$ cat src/rtl/avg_arb.sv
// avg_arb: two-requester arbiter/sequencer for a shared two-bank moving-average datapath.
// Optional build macro AVG_ARB_STRICT_PRIO_EN selects strict channel-0 priority instead of round-robin.
module avg_arb #(
  parameter int unsigned WIDTH   = 16,
  parameter int unsigned SAMPLES = 128
) (
  input  logic             clk,
  input  logic             rst,
  input  logic             req0_valid_i,
  input  logic [WIDTH-1:0] req0_data_i,
  output logic             req0_ready_o,
  input  logic             req1_valid_i,
  input  logic [WIDTH-1:0] req1_data_i,
  output logic             req1_ready_o,
  input  logic             flush_i,
  output logic             avg_clr_o,
  output logic             avg_ch_o,
  output logic [WIDTH-1:0] avg_data_o,
  output logic             avg_start_o,
  input  logic [WIDTH-1:0] avg_result_i,
  output logic             res_valid_o,
  output logic             res_ch_o,
  output logic [WIDTH-1:0] res_data_o,
  output logic             res_settled_o
);

  localparam int unsigned    CW  = $clog2(SAMPLES + 1);
  localparam logic [CW-1:0]  SAT = CW'(SAMPLES);

  typedef enum logic [1:0] {
    S_FLUSH,
    S_IDLE,
    S_LOAD,
    S_START
  } state_t;

  state_t           state_q;
  logic             pend_q;
  logic [CW-1:0]    cnt0_q;
  logic [CW-1:0]    cnt1_q;
  logic             avg_ch_q;
  logic [WIDTH-1:0] avg_data_q;
  logic             res_valid_q;
  logic             res_ch_q;
  logic [WIDTH-1:0] res_data_q;
  logic             res_settled_q;

  logic             accept_ok;
  logic             sel1;
  logic             hs;
  logic [WIDTH-1:0] hs_data;
  logic [CW-1:0]    cnt_cur;
  logic [CW-1:0]    cnt_d;

  // Flush (pending or fresh) takes priority over any new handshake.
  assign accept_ok = (state_q == S_IDLE) && !pend_q && !flush_i;

`ifdef AVG_ARB_STRICT_PRIO_EN
  assign sel1 = req1_valid_i & ~req0_valid_i;
`else
  logic last_q;
  // With no valid request, ready0 stays up so a lone channel-0 sample is taken at once.
  assign sel1 = req1_valid_i & (~req0_valid_i | ~last_q);
`endif

  assign req0_ready_o = accept_ok & ~sel1;
  assign req1_ready_o = accept_ok &  sel1;
  assign hs           = (req0_valid_i & req0_ready_o) | (req1_valid_i & req1_ready_o);
  assign hs_data      = sel1 ? req1_data_i : req0_data_i;

  assign cnt_cur = avg_ch_q ? cnt1_q : cnt0_q;
  assign cnt_d   = (cnt_cur == SAT) ? cnt_cur : cnt_cur + 1'b1;

  always_ff @(posedge clk or posedge rst) begin
    if (rst) begin
      state_q       <= S_FLUSH;
      pend_q        <= 1'b0;
      cnt0_q        <= '0;
      cnt1_q        <= '0;
      avg_ch_q      <= 1'b0;
      avg_data_q    <= '0;
      res_valid_q   <= 1'b0;
      res_ch_q      <= 1'b0;
      res_data_q    <= '0;
      res_settled_q <= 1'b0;
`ifndef AVG_ARB_STRICT_PRIO_EN
      last_q        <= 1'b1;
`endif
    end else begin
      res_valid_q <= 1'b0;
      case (state_q)
        S_FLUSH: begin
          cnt0_q  <= '0;
          cnt1_q  <= '0;
          pend_q  <= 1'b0;
          state_q <= S_IDLE;
        end
        S_IDLE: begin
          if (pend_q || flush_i) begin
            state_q <= S_FLUSH;
          end else if (hs) begin
            avg_data_q <= hs_data;
            avg_ch_q   <= sel1;
`ifndef AVG_ARB_STRICT_PRIO_EN
            last_q     <= sel1;
`endif
            state_q    <= S_LOAD;
          end
        end
        S_LOAD: begin
          if (flush_i) pend_q <= 1'b1;
          state_q <= S_START;
        end
        S_START: begin
          if (flush_i) pend_q <= 1'b1;
          res_data_q    <= avg_result_i;
          res_ch_q      <= avg_ch_q;
          res_settled_q <= (cnt_d == SAT);
          res_valid_q   <= 1'b1;
          if (avg_ch_q) cnt1_q <= cnt_d;
          else          cnt0_q <= cnt_d;
          state_q <= S_IDLE;
        end
        default: state_q <= S_FLUSH;
      endcase
    end
  end

  assign avg_clr_o     = (state_q == S_FLUSH);
  assign avg_start_o   = (state_q == S_START);
  assign avg_ch_o      = avg_ch_q;
  assign avg_data_o    = avg_data_q;
  assign res_valid_o   = res_valid_q;
  assign res_ch_o      = res_ch_q;
  assign res_data_o    = res_data_q;
  assign res_settled_o = res_settled_q;

endmodule

$ cat config.mk
export PLATFORM = sky130hd
export DESIGN_NAME = avg_arb
export DESIGN_NICKNAME = d
export VERILOG_FILES = /design/src/rtl/avg_arb.sv
export SDC_FILE = /design/constraint.sdc
export NUM_CORES = 1
export LEC_CHECK = 0
export CORE_ASPECT_RATIO = 0.7
export CORE_MARGIN = 4
export CORE_UTILIZATION = 43
export CTS_BUF_LIST = sky130_fd_sc_hd__clkbuf_8
export CTS_CLUSTER_SIZE = 30
export DETAILED_ROUTE_END_ITERATION = 12
export GPL_ROUTABILITY_DRIVEN = 1
export PLACE_DENSITY_LB_ADDON = 0.05
export SYNTH_ARGS = -nofsm -noshare
export SYNTH_HDL_FRONTEND = slang
export SYNTH_SLANG_ARGS = --single-unit
$ cat constraint.sdc
create_clock -name clk -period 2.4 [get_ports clk]
set_clock_uncertainty 0.2 [all_clocks]
set_input_delay 0.48 -clock clk [delete_from_list [all_inputs] [get_ports clk]]
set_output_delay 0.48 -clock clk [all_outputs]
set_load 0.01 [all_outputs]
==> results.ini <==
[synth]
yosysMostFrequentCell = dfrtp_1
synth_seq_area_share_pct = 49.3
synthArstFlopShare_pct = 100
synthTopCellsByCount = dfrtp_1, nor2_1, nand2_1
synth_cell_type_count = 52
yosysTopAreaCell = dfrtp_1
yosysTopAreaCellShare_pct = 48.3
syn_inst = 274
yosysWarnings = 0
synth_edf_count = 0
synth_area_per_cell_um2 = 10.4
ys_dominant_reg_cell = dfrtp_1
synth_seq_cells = 56
synth_area_leaders = dfrtp_1, mux2i_1, mux2_2
syn_nets = 329
synthesis.area_um2 = 2850

[hold_path]
hp-start = res_ch_o$_DFFE_PP0P_
hold_path.class = register to register

[route]
dr_wl_met3_um = 761
wl_per_cell_um = 16.3
drt-initial-drc-count = 229
finalWirelength_um = 7660
vias_per_cell = 5.29
wl_met1_um = 3460
wl_met2_um = 3410
top_layer = met4
antenna_left = 0
drc = 0
drtPass1Iterations = 5
vias = 2486

[floorplan]
rows = 24
core_um2 = 6340
die_width_um = 105
fp.dieArea_um2 = 8010
io_pins = 93
fp.dieH_um = 76.1
initial_utilization_pct = 44.9

[placement]
dp_cells = 461
portBuffers = 92
place_ws_ps = -196
place.gp.congestion = 0.952
place_area_um2 = 3990
hpwl_um = 5840

[setup_path]
r2r_slack_ps = 100
crit_slowest_cell = clkdlybuf4s50_1
cp_top_family = buffers and inverters
criticalPathCategory = register to output port
ff2ff_path_depth = 8
max_stage_delay_ps = 550
path_cells = nor2_2 -> buf_4 -> clkdlybuf4s50_1
rr_endpoint = cnt0_q[6]$_DFFE_PP0P_
end_kind = output port
crit_required_ps = 1720
crit_buf_inv = 2
startpoint_type = register
crit_start = state_q[1]$_DFFE_PP0P_
worst-path-stages = 3
setup.worst_path.end = avg_clr_o
arrival_ps = 1650
reg2reg_from = avg_ch_o$_DFFE_PP0P_
crit_fanout = 7

[flow_run]
maxCapViolCount = 0

[sta]
fin_ws_ps = 73.7
max_slew_margin_pct = 72.4
final.period_utilization_pct = 96.9
finalHoldViolCount = 0
worst_pin_slew_ps = 411
slew_viol_final = 0
fmax_mhz = 430
setup_viol = 0
period_minus_slack_ps = 2330

[grt]
first_global_vias = 2424
grt_first_pass_wirelength_um = 12700
antenna_found_initial = 0
grt_start_max_net_pins = 57
grtUsageTotal_pct = 19.4
overflow = 0

[clock_tree]
clk_pin_slew_worst_paths_ps = 100
clock_latency_ps = 300
cts-root-buf = clkbuf_8
clockBufferDepth = 2
htree_levels = 2
cts_sinks = 56
numCtsBuffers = 5
cts_tree = built

[layout]
n_fill_cell = 540
final_util_pct = 64.9
final_nets = 434
syn_to_final_growth_pct = 44.5
drive_gt1_share_pct = 17.7
final_area_um2 = 4120
antennaDiodeCount = 0
instances_no_fill = 470

[pwr]
power.leakage_nw = 1.75
ir_worst_vdd_uv = 567
cellPowerDensity_nw_per_um2 = 1020

[run_status]
status = complete, no violations

[worst min-delay path: stages, from the launching register on]
cell     delay, ps
dfrtp_1        360
nand2_1         50
nand2_1         50
[timing repair]
action                                  CTS  global route
hold buffers                              0             0
pin swaps                                 0             7
endpoints found under the setup margin    2             6
setup buffers                             0             2
cloned                                    0             0
gates resized for setup                   2             8
endpoints found under the hold margin     0             0
[layout make-up]
class                   instances  area, µm²  share of cell area (%)
inverters                       9       33.8                   0.821
clock inverters                 2       12.5                   0.304
multi-input cells             192       1360                    33.1
repair buffers                115       1120                    27.1
flip-flops and latches         56       1410                    34.2
clock buffers                   5       68.8                    1.67
well taps                      91        114                    2.77
[sequential cells by signal (all words and copies together), names as in the netlist]
register       cells
cnt1_q             8
avg_data_o        16
pend_q             1
last_q             1
res_settled_o      1
state_q            2
res_data_o        16
res_valid_o        1
avg_ch_o           1
res_ch_o           1
cnt0_q             8
[logic make-up (layout without fill, tap and decap cells)]
| family | count (synthesis) | after routing | synth area share [%] |
|---|---|---|---|
| adders and majority gates | 2 | 2 | 0.879 |
| DFF | 56 | 56 | 49.3 |
| muxes | 38 | 38 | 14.1 |
| buffers and inverters | 26 | 131 | 4.22 |
| xor gates and xnor gates | 7 | 7 | 2.15 |
| AOI/OAI and AO/OA | 65 | 65 | 15.8 |
| and+or+nand+nor | 80 | 80 | 13.6 |
[metal layers]
layer | up-vias | track usage (%)
li1 | 1192 | -
met1 | 1163 | 29.2
met2 | 127 | 28.5
met3 | 4 | 5.50
met4 | 0 | 2.49
met5 | - | 0
[power by group]
group / switching (mW) / internal [mW]
clock: 0.291 / 0.199
sequential: 0.233 / 1.30
combinational: 1.00 / 1.17
total: 1.53 / 2.67
[cells in the final DEF (no fill, tap or decap), types with 4 or more instances in the layout]
cell type	n
a21oi_1	22
a22o_1	5
a2bb2oi_1	4
a32o_1	4
buf_4	21
clkbuf_8	5
clkdlybuf4s50_1	90
dfrtp_1	52
inv_1	7
mux2_2	17
mux2i_1	21
nand2_1	21
nand3_1	6
nor2_1	28
o21ai_0	7
[per-stage QoR]
step,setup TNS (ps),power (mW),hold WS [ps]
after floorplan,-42.4,2.61,263
after global placement,-216,3.70,267
after detailed placement,-311,3.72,272
after CTS,0,4.22,298
after global routing,-0.975,4.51,329
final,0,4.20,288
[worst min-delay path by stage]
stage | end | slack, ps | cells after the start
final | res_ch_o$_DFFE_PP0P_ | 290 | 2
after global routing | res_ch_o$_DFFE_PP0P_ | 330 | 2
after CTS | res_ch_o$_DFFE_PP0P_ | 300 | 2
after detailed placement | res_ch_o$_DFFE_PP0P_ | 270 | 2
after global placement | res_ch_o$_DFFE_PP0P_ | 270 | 2
after floorplan | pend_q$_DFFE_PP0P_ | 260 | 2
No activity file was read; power rests on OpenSTA's default activity.
